## src/rtl/alu_arb_pkg.sv

```systemverilog
// Shared definitions for the two-requester ALU arbiter: op codes, legality check,
// response-slot state and the packed request/response records.
package alu_arb_pkg;

  localparam logic [3:0] OP_AND = 4'b0000;
  localparam logic [3:0] OP_OR  = 4'b0001;
  localparam logic [3:0] OP_ADD = 4'b0010;
  localparam logic [3:0] OP_SUB = 4'b0110;
  localparam logic [3:0] OP_SLT = 4'b0111;
  localparam logic [3:0] OP_NOR = 4'b1100;

  typedef enum logic {ST_EMPTY, ST_FULL} slot_st_t;

  typedef struct packed {
    logic [31:0] a;
    logic [31:0] b;
    logic [3:0]  op;
  } alu_req_t;

  typedef struct packed {
    logic        id;
    logic        err;
    logic [31:0] data;
  } resp_t;

  function automatic logic op_legal(input logic [3:0] op);
    case (op)
      OP_AND, OP_OR, OP_ADD, OP_SUB, OP_SLT, OP_NOR: return 1'b1;
      default:                                       return 1'b0;
    endcase
  endfunction

endpackage

```

## src/rtl/alu_arbiter_if.sv

```systemverilog
// Request/response bundle for alu_arbiter; master = requesters + consumer, slave = arbiter.
// resp_zero exists only when ALU_ARB_ZERO_EN is defined.
interface alu_arbiter_if;

  logic        req0_valid;
  logic        req0_ready;
  logic [31:0] req0_a;
  logic [31:0] req0_b;
  logic [3:0]  req0_op;

  logic        req1_valid;
  logic        req1_ready;
  logic [31:0] req1_a;
  logic [31:0] req1_b;
  logic [3:0]  req1_op;

  logic        resp_valid;
  logic        resp_ready;
  logic        resp_id;
  logic [31:0] resp_data;
  logic        resp_err;
`ifdef ALU_ARB_ZERO_EN
  logic        resp_zero;
`endif

  modport master (
    output req0_valid, req0_a, req0_b, req0_op,
    input  req0_ready,
    output req1_valid, req1_a, req1_b, req1_op,
    input  req1_ready,
`ifdef ALU_ARB_ZERO_EN
    input  resp_zero,
`endif
    input  resp_valid, resp_id, resp_data, resp_err,
    output resp_ready
  );

  modport slave (
    input  req0_valid, req0_a, req0_b, req0_op,
    output req0_ready,
    input  req1_valid, req1_a, req1_b, req1_op,
    output req1_ready,
`ifdef ALU_ARB_ZERO_EN
    output resp_zero,
`endif
    output resp_valid, resp_id, resp_data, resp_err,
    input  resp_ready
  );

endinterface

```

## src/rtl/alu.sv

```systemverilog
// Combinational datapath ALU selected by a 4-bit control code.
// Latency: zero (pure combinational). Backpressure: none, no handshake.
// Unknown control codes produce zero.
module ALU
  import alu_arb_pkg::*;
(
  input  logic [3:0]  contr,
  input  logic [31:0] a,
  input  logic [31:0] b,
  output logic [31:0] result
);

  always_comb begin
    result = '0;
    case (contr)
      OP_AND: result = a & b;
      OP_OR:  result = a | b;
      OP_ADD: result = a + b;
      OP_SUB: result = a - b;
      OP_SLT: result = {31'b0, (a < b)};
      OP_NOR: result = ~(a | b);
      default: result = '0;
    endcase
  end

endmodule

```

## src/rtl/alu_rr_arb2.sv

```systemverilog
// Two-input grant logic, round-robin (FAIR=1) or fixed priority to input 0 (FAIR=0).
// Latency: readies combinational from req/free; last_grant registered on accept.
// Backpressure: no ready while the slot is not free or reset is asserted.
module alu_rr_arb2 #(
  parameter int FAIR = 1
) (
  input  logic       clk,
  input  logic       rst,
  input  logic [1:0] req,
  input  logic       free,
  output logic [1:0] rdy
);

  logic       last_grant;
  logic [1:0] gnt;

  // On a tie, the requester not served most recently wins; with FAIR=0 input 0 always wins.
  always_comb begin
    gnt = req;
    if (req == 2'b11) begin
      if ((FAIR != 0) && !last_grant) gnt = 2'b10;
      else                            gnt = 2'b01;
    end
    rdy = (free && !rst) ? gnt : 2'b00;
  end

  always_ff @(posedge clk or posedge rst) begin
    if (rst)         last_grant <= 1'b1;
    else if (|rdy)   last_grant <= rdy[1];
  end

endmodule

```

## src/rtl/alu_arbiter.sv

```systemverilog
// Shares one ALU between two valid/ready requesters; result held in a one-entry slot.
// Latency: accept at edge N, response visible after N. Backpressure: no accept when slot full and resp_ready low.
// ALU_ARB_ZERO_EN adds a registered resp_zero flag.
module alu_arbiter
  import alu_arb_pkg::*;
#(
  parameter int FAIR = 1
) (
  input  logic         clk,
  input  logic         rst,
  alu_arbiter_if.slave bus
);

  slot_st_t    state_q, state_d;
  logic        free;
  logic        accept;
  logic [1:0]  rdy;
  alu_req_t    req0, req1, sel;
  logic        legal;
  logic [3:0]  alu_op;
  logic [31:0] alu_y;
  resp_t       resp_d, resp_q;

  assign free   = (state_q == ST_EMPTY) || bus.resp_ready;
  assign accept = |rdy;

  alu_rr_arb2 #(.FAIR(FAIR)) u_arb (
    .clk  (clk),
    .rst  (rst),
    .req  ({bus.req1_valid, bus.req0_valid}),
    .free (free),
    .rdy  (rdy)
  );

  assign bus.req0_ready = rdy[0];
  assign bus.req1_ready = rdy[1];

  assign req0 = '{a: bus.req0_a, b: bus.req0_b, op: bus.req0_op};
  assign req1 = '{a: bus.req1_a, b: bus.req1_b, op: bus.req1_op};
  assign sel  = rdy[1] ? req1 : req0;

  // Illegal codes are steered to AND so the ALU only ever sees defined controls.
  assign legal  = op_legal(sel.op);
  assign alu_op = legal ? sel.op : OP_AND;

  ALU u_alu (
    .contr  (alu_op),
    .a      (sel.a),
    .b      (sel.b),
    .result (alu_y)
  );

  assign resp_d = '{id: rdy[1], err: !legal, data: (legal ? alu_y : 32'd0)};

  always_comb begin
    state_d = state_q;
    case (state_q)
      ST_EMPTY: if (accept) state_d = ST_FULL;
      ST_FULL: begin
        if (accept)               state_d = ST_FULL;
        else if (bus.resp_ready)  state_d = ST_EMPTY;
      end
      default: state_d = ST_EMPTY;
    endcase
  end

  always_ff @(posedge clk or posedge rst) begin
    if (rst) state_q <= ST_EMPTY;
    else     state_q <= state_d;
  end

  always_ff @(posedge clk or posedge rst) begin
    if (rst)         resp_q <= '0;
    else if (accept) resp_q <= resp_d;
  end

  assign bus.resp_valid = (state_q == ST_FULL);
  assign bus.resp_id    = resp_q.id;
  assign bus.resp_err   = resp_q.err;
  assign bus.resp_data  = resp_q.data;

`ifdef ALU_ARB_ZERO_EN
  logic zero_q;

  always_ff @(posedge clk or posedge rst) begin
    if (rst)         zero_q <= 1'b0;
    else if (accept) zero_q <= (resp_d.data == 32'd0) && !resp_d.err;
  end

  assign bus.resp_zero = zero_q;
`endif

endmodule
```

## src/flat_wrapper.sv

```systemverilog
// flat-port wrapper written by rule: the top's interface ports become plain ports
module alu_arbiter_flat import alu_arb_pkg::*;
#(
  parameter int FAIR = 1
)
  (clk, rst, bus_req0_valid, bus_req0_a, bus_req0_b, bus_req0_op, bus_req0_ready, bus_req1_valid, bus_req1_a, bus_req1_b, bus_req1_op, bus_req1_ready, bus_resp_valid, bus_resp_id, bus_resp_data, bus_resp_err, bus_resp_ready);
  alu_arbiter_if bus_i ();
  input  logic clk;
  input  logic rst;
  input wire logic [$bits(bus_i.req0_valid)-1:0] bus_req0_valid;
  input wire logic [$bits(bus_i.req0_a)-1:0] bus_req0_a;
  input wire logic [$bits(bus_i.req0_b)-1:0] bus_req0_b;
  input wire logic [$bits(bus_i.req0_op)-1:0] bus_req0_op;
  output wire logic [$bits(bus_i.req0_ready)-1:0] bus_req0_ready;
  input wire logic [$bits(bus_i.req1_valid)-1:0] bus_req1_valid;
  input wire logic [$bits(bus_i.req1_a)-1:0] bus_req1_a;
  input wire logic [$bits(bus_i.req1_b)-1:0] bus_req1_b;
  input wire logic [$bits(bus_i.req1_op)-1:0] bus_req1_op;
  output wire logic [$bits(bus_i.req1_ready)-1:0] bus_req1_ready;
  output wire logic [$bits(bus_i.resp_valid)-1:0] bus_resp_valid;
  output wire logic [$bits(bus_i.resp_id)-1:0] bus_resp_id;
  output wire logic [$bits(bus_i.resp_data)-1:0] bus_resp_data;
  output wire logic [$bits(bus_i.resp_err)-1:0] bus_resp_err;
  input wire logic [$bits(bus_i.resp_ready)-1:0] bus_resp_ready;
  assign bus_i.req0_valid = bus_req0_valid;
  assign bus_i.req0_a = bus_req0_a;
  assign bus_i.req0_b = bus_req0_b;
  assign bus_i.req0_op = bus_req0_op;
  assign bus_req0_ready = bus_i.req0_ready;
  assign bus_i.req1_valid = bus_req1_valid;
  assign bus_i.req1_a = bus_req1_a;
  assign bus_i.req1_b = bus_req1_b;
  assign bus_i.req1_op = bus_req1_op;
  assign bus_req1_ready = bus_i.req1_ready;
  assign bus_resp_valid = bus_i.resp_valid;
  assign bus_resp_id = bus_i.resp_id;
  assign bus_resp_data = bus_i.resp_data;
  assign bus_resp_err = bus_i.resp_err;
  assign bus_i.resp_ready = bus_resp_ready;
  alu_arbiter #(.FAIR(FAIR)) u_core (.clk(clk), .rst(rst), .bus(bus_i));
endmodule
```

## config.mk

```make
export PLATFORM = sky130hd
export DESIGN_NAME = alu_arbiter_flat
export DESIGN_NICKNAME = d
export VERILOG_FILES = /design/src/rtl/alu_arb_pkg.sv /design/src/rtl/alu_arbiter_if.sv /design/src/rtl/alu.sv /design/src/rtl/alu_rr_arb2.sv /design/src/rtl/alu_arbiter.sv /design/src/flat_wrapper.sv
export SDC_FILE = /design/constraint.sdc
export NUM_CORES = 1
export LEC_CHECK = 0
export BUFFER_PORTS_ARGS = -buffer_cell sky130_fd_sc_hd__buf_2
export CORE_ASPECT_RATIO = 0.6
export CORE_MARGIN = 2
export CORE_UTILIZATION = 56
export DETAILED_ROUTE_END_ITERATION = 12
export GPL_TIMING_DRIVEN = 0
export PLACE_DENSITY = 0.91
export SLEW_MARGIN = 10
export SYNTH_ARGS = -nofsm -noshare
export SYNTH_HDL_FRONTEND = slang
export SYNTH_SLANG_ARGS = --single-unit
```

## constraint.sdc

```tcl
create_clock -name clk -period 5.4 [get_ports clk]
set_clock_uncertainty 0.1 [all_clocks]
set_input_delay 0.54 -clock clk [delete_from_list [all_inputs] [get_ports clk]]
set_output_delay 0.54 -clock clk [all_outputs]
set_load 0.1 [all_outputs]
```

# Word level (Yosys, flattened, before mapping)
# Cells that the tools add are included.
[word_totals] regBits=36 output_inout_bits=37 elab_cells=43 inputBits=141
[op_classes] n_eq_ne=11 magnitude_cmp=1 mux=12 n_bitwise=4 add_sub_neg=2 n_reduce_logical=8
[op_table] operator="$pmux W32 S6" n=1
[op_table] operator="$mux W68" n=1
[op_table] operator="$add A32 B32 Y32" n=1
[op_table] operator="$and A32 B32 Y32" n=1
[op_table] operator="$lt A32 B32 Y1" n=1
[op_table] operator="$mux W32" n=1
[op_table] operator="$not A32 Y32" n=1
[op_table] operator="$or A32 B32 Y32" n=1
[op_table] operator="$sub A32 B32 Y32" n=1
[op_table] operator="$eq A4 B3 Y1 const B" n=4
[op_table] operator="$eq A4 B1 Y1 const B" n=2
[op_table] operator="$eq A4 B2 Y1 const B" n=2
[op_table] operator="$eq A4 B4 Y1 const B" n=2
[op_table] operator="$logic_not A4 Y1" n=2
[op_table] operator="$mux W2" n=3
[op_table] operator="$reduce_or A6 Y1" n=1
[op_table] operator="$mux W1" n=4
[op_table] operator="$mux W4" n=1
[op_table] operator="$eq A2 B2 Y1 const B" n=1
[op_table] operator="$logic_not A1 Y1" n=2
[op_table] operator="$pmux W1 S2" n=1
[op_table] operator="$reduce_or A2 Y1" n=1
[op_table] operator="$logic_and A1 B1 Y1" n=1
[op_table] operator="$logic_or A1 B1 Y1" n=1
[op_table] operator="$not A1 Y1" n=1

# Logic depth before layout (Yosys ltp)
[depth] word_depth=12 ltp_mapped=20 ltp_nobuf=18

# Hierarchy
# A second synthesis with hierarchy kept.
[hier_totals] hier_cells=1009 area_unflattened_um2=7561.0
[by_module_without_submodules] module="ALU" area_per_inst_um2=5082.4 seq_area_each_um2=0.0 cells_per_inst=755 instances=1
[by_module_without_submodules] module="alu_arbiter" area_per_inst_um2=2402.3 seq_area_each_um2=875.8 cells_per_inst=246 instances=1
[by_module_without_submodules] module="alu_rr_arb2" area_per_inst_um2=76.3 seq_area_each_um2=26.3 cells_per_inst=8 instances=1

# Least setup slack after synthesis
# OpenSTA, ideal clock, no wires.
[synth_path] path_kind="reg2reg" from="reg u_core.state_q, in the netlist u_core.bus.resp_valid" to="reg u_core.resp_q (netlist bit u_core.bus.resp_data[30])" setup_time_ns=0.136 n_path_buf=2 t_required_ns=5.164 path_stages_with_launch=20 arrival_time_ns=5.523 setup_slack_ns=-0.359 period_less_slack_ns=5.759 path_cell_list="dfrtp_1 nand2b_1 nand3_2 inv_2 clkbuf_1 clkbuf_1 nand2_1 nand2_1 inv_1 fa_1 nor2b_1 o21ai_1 a31oi_1 a211oi_1 o41ai_2 a2111oi_2 o41ai_2 mux2_1 o21ai_1 a211oi_1"
[synth_between] elab_chain_cells=12 elab_cells_between_ends=28 classes_between="add/sub: 2; eq/ne: 10; mux: 6; bitwise: 4; reduce/logical: 6"
[synth_lines] element="start: declaration" line_no="alu_arbiter.sv:14" source="slot_st_t state_q, state_d;"
[synth_lines] element="start signal: assignment" line_no="alu_arbiter.sv:69" source="else state_q <= state_d;"
[synth_lines] element="$not A1 Y1 *" line_no="alu_arbiter.sv:24" source="assign free = (state_q == ST_EMPTY) || bus.resp_ready;"
[synth_lines] element="$logic_or A1 B1 Y1 *" line_no="alu_arbiter.sv:24"
[synth_lines] element="$logic_and A1 B1 Y1 *" line_no="alu_rr_arb2.sv:24" source="rdy = (free && !rst) ? gnt : 2'b00;"
[synth_lines] element="$mux W2 *" line_no="alu_rr_arb2.sv:24"
[synth_lines] element="via bus_req1_ready" line_no="flat_wrapper.sv:19" source="output wire logic [$bits(bus_i.req1_ready)-1:0] bus_req1_ready;"
[synth_lines] element="parallel branches: the longest is 8 deep, another holds $sub A32 B32 Y32"
[synth_lines] element="end signal: assignment" line_no="alu_arbiter.sv:74" source="else if (accept) resp_q <= resp_d;"
[synth_lines] element="end: declaration" line_no="alu_arbiter.sv:22" source="resp_t resp_d, resp_q;"
# Mark *: on every way through the listed nets, which the timed path passes.
# A chain may end at the register's enable or synchronous reset.

# Worst setup path after layout
[layout_path] from="reg u_core.u_arb.last_grant" to="reg u_core.resp_q (netlist bit u_core.bus.resp_data[18])"
[layout_between] elab_chain_cells=11 elab_cells_between_ends=27 classes_between="add/sub: 2; eq/ne: 10; mux: 8; bitwise: 3; reduce/logical: 4"
[layout_lines] element="start: declaration" line_no="alu_rr_arb2.sv:14" source="logic last_grant;"
[layout_lines] element="start signal: assignment" line_no="alu_rr_arb2.sv:29" source="else if (|rdy) last_grant <= rdy[1];"
[layout_lines] element="$mux W2 *" line_no="alu_rr_arb2.sv:21" source="if ((FAIR != 0) && !last_grant) gnt = 2'b10;"
[layout_lines] element="$mux W2 *" line_no="alu_rr_arb2.sv:20" source="if (req == 2'b11) begin"
[layout_lines] element="$mux W2 *" line_no="alu_rr_arb2.sv:24"
[layout_lines] element="parallel branches: the longest is 8 deep, another holds $sub A32 B32 Y32"
# Mark *: on every way between the ends.

==> impl_metrics.tcl <==
set metrics [dict create \
    status "finished clean" \
    startpoint_type "flip-flop" \
    avgSynthCellArea_sq_um 6.94 \
    post-route-period-util 0.970 \
    drive_gt1_frac 0.196 \
    cts_max_path_buffers 2 \
    clk_pin_slew_worst_paths_ns 0.07 \
    p_leak_nw 4.54 \
    syn_inst 1036 \
    globalRouteOverflowTotal 0 \
    antenna_found_initial 0 \
    portBuffers 177 \
    rows 31 \
    syn-cell-area_sq_um 7190 \
    hp-class "input port to asynchronous set/reset pin" \
    max_cap_violations 0 \
    path_max_fanout 10 \
    drc 0 \
    cp_num_buf_inv 3 \
    crit_chain "nand2_1, nand3_2, buf_4, clkbuf_8, mux2i_2, inv_1, ha_1, fa_1, nand3_1, a21oi_1, or2_1, a221o_1, a22o_1, o211ai_1, a2111oi_0, o41ai_1, xor2_1, o221ai_1" \
    synth_edf_count 0 \
    min_period_ns 5.24 \
    synth-async-reset-ratio 1.00 \
    max_freq_mhz 191 \
    synth_fp_nets 1280 \
    finalHoldViolations 0 \
    p_per_area_nw_per_um2 265 \
    synth_top_area_cell "ha_1" \
    synth.top_cells.by_area "ha_1 18%, dfrtp_1 12%, nand2_1 10%" \
    stdcell_count 1386 \
    arrival_ns 5.28 \
    yosys_register_bits 36 \
    start_util 0.585 \
    grt_usage 0.405 \
    grt_pass1_vias 7963 \
    maxSlewHeadroom 0.307 \
    die_y_microns 91.8 \
    die_w_microns 150 \
    drv_slew 0 \
    die_area_sq_um 13800 \
    clk_latency_ns 0.30 \
    final_antenna_net_count 0 \
    rsz0062_at_grt "no" \
    cts_tree "yes" \
    synth_most_common_cell "nand2_1" \
    synth_top_flop_cell "dfrtp_1" \
    synth_commonest_cells "198 x nand2_1, 101 x ha_1, 94 x inv_1" \
    cts_max_level 2 \
    grt_pass1_wl_microns 43200 \
    io_pins 178 \
    yosysWarnings 0 \
    first_iter_violations 1090 \
    diodes 0 \
    via_per_inst 6.31 \
    worst_path_max_delay_cell "dfstp_2" \
    path_class "flip-flop to flip-flop" \
    ir_drop_mv 0.122 \
    nets 1464 \
    firstDrtPassIters 6 \
    fillCellCount 1094 \
    grt_max_degree 27 \
    core_area_sq_um 12300 \
    dp_hpwl_microns 22400 \
    cp_slowest_stage_delay_ns 0.57 \
    worst_hold_slack_ns 0.117 \
    yosysUniqueCellTypes 75 \
    dp_cells 1379 \
    gp_congestion 1.04 \
    syn2layout_area_growth_pct 19.1 \
    crit_family "compound AO/OA/AOI/OAI gates" \
    cts-root-buf "clkbuf_16" \
    final-setup-viol-count 0 \
    wl_per_cell_microns 20.4 \
    yosysSeqAreaShare 0.126 \
    num_vias 8751 \
    wl_microns 28300 \
    worstMarginPinSlew_ns 1.04 \
    numCtsBuffers 5 \
    yosysTopAreaCellShare 0.176 \
    critPathRequiredTime_ns 5.44 \
    numClockSinks 36 \
    critPathCaptureType "flip-flop" \
]
-- stage by stage --
step / area [sq um] / worst slack [ns] / total power, mW / util / TNS, ns
6_report: 8560 / 0.159 / 2.27 / 0.696 / 0
5_1_grt: 8560 / 0.0144 / 2.37 / 0.696 / 0
4_1_cts: 8500 / -0.0122 / 2.19 / 0.692 / -0.0122
3_5_place_dp: 8300 / -1.35 / 1.82 / 0.675 / -17.11
3_3_place_gp: 8280 / -1.28 / 1.81 / 0.674 / -15.91
2_1_floorplan: 7190 / 0.238 / 1.45 / - / 0
-- where the power goes --
| group | switching [mW] | total (mW) | internal, mW |
|---|---|---|---|
| Clock | 0.147 | 0.365 | 0.218 |
| Combinational | 1.08 | 1.55 | 0.470 |
| Sequential | 0.0333 | 0.348 | 0.315 |
| Total | 1.26 | 2.27 | 1.00 |
-- metal layers --
layer | track usage | vias to the layer above | routed length [microns]
met3 | 0.155 | 95 | 4740
met4 | 0.106 | 0 | 819
met5 | 0 | - | 0
met1 | 0.590 | 3944 | 12100
met2 | 0.549 | 689 | 10700
li1 | - | 4023 | -
-- worst reg2reg max path, cell delays in order (launching register included) --
cell and delay [ns]:
dfstp_2 0.57, nand2_1 0.12, nand3_2 0.22, buf_4 0.25, clkbuf_8 0.27, mux2i_2 0.33, inv_1 0.08, ha_1 0.25
fa_1 0.47, nand3_1 0.15, a21oi_1 0.13, or2_1 0.28, a221o_1 0.35, a22o_1 0.27, o211ai_1 0.30, a2111oi_0 0.17
o41ai_1 0.45, xor2_1 0.20, o221ai_1 0.13
-- registers in the layout, summed over array words and instances, names as in the netlist --
signal and count:
u_core.bus.resp_data 32, u_core.u_arb.last_grant 1, u_core.bus.resp_id 1, u_core.bus.resp_valid 1, u_core.bus.resp_err 1
-- final cells by class --
type	count	area, sq um	area share
buffer	46	219	0.0256
clock buffer	5	125	0.0146
clock inverter	3	42.5	0.00497
inverter	95	358	0.0418
multi-input combinational	857	5790	0.677
sequential	36	903	0.106
tap	165	206	0.0241
timing repair buffer	179	913	0.107
-- cells in the final DEF, fill, tap and decap left out, types with 4 or more instances in the layout --
cell type and instances:
a221oi_1 30, mux2i_1 32, o31ai_1 5, a22oi_1 5, o22ai_1 8, nor3_1 20
a211oi_1 11, nor2_1 74, buf_2 188, o21bai_1 11, o31a_1 5, or3_1 5
nand2_1 198, clkbuf_1 19, inv_1 93, xnor2_1 26, o221ai_1 8, nand4_1 4
xor2_1 7, nand3_1 17, buf_1 6, a31oi_1 8, o211ai_1 9, nand2b_1 13
o21ai_0 57, o21ai_1 9, ha_1 101, dfrtp_1 34, a21o_1 16, a221o_1 4
nor4_1 8, nor2b_1 19, clkbuf_16 5, clkbuf_2 6, a311oi_1 4, a21oi_1 75
-- timing repair --
action,in CTS,in global routing
pin swaps,0,3
endpoints found under the setup margin,22,14
buffers inserted,0,1
hold endpoints to repair,0,0
hold buffers,0,0
gates resized for setup,10,22
-- worst paths after layout --
kind / startpoint / end / slack, ns / depth (start not counted)
max: u_core.u_arb.last_grant / u_core.bus.resp_data[18] / 0.16 / 18
min: rst / u_core.bus.resp_data[8] / 0.12 / 2
max reg2reg: u_core.u_arb.last_grant / u_core.bus.resp_data[18] / 0.16 / 18
min reg2reg: u_core.bus.resp_data[4] / u_core.bus.resp_data[4] / 0.38 / 2
max in group asynchronous: rst / u_core.u_arb.last_grant / 4.57 / 3
min in group clk: bus_req0_valid / u_core.u_arb.last_grant / 0.35 / 2
-- cells by family after synthesis --
group           share of synthesized area
simple gates                        0.239
compound gates                      0.282
buf+inv                            0.0776
fa+ha+maj                           0.181
mux                                0.0538
flops                               0.126
xor+xnor                           0.0402
No activity file was read; power rests on OpenSTA's default activity.
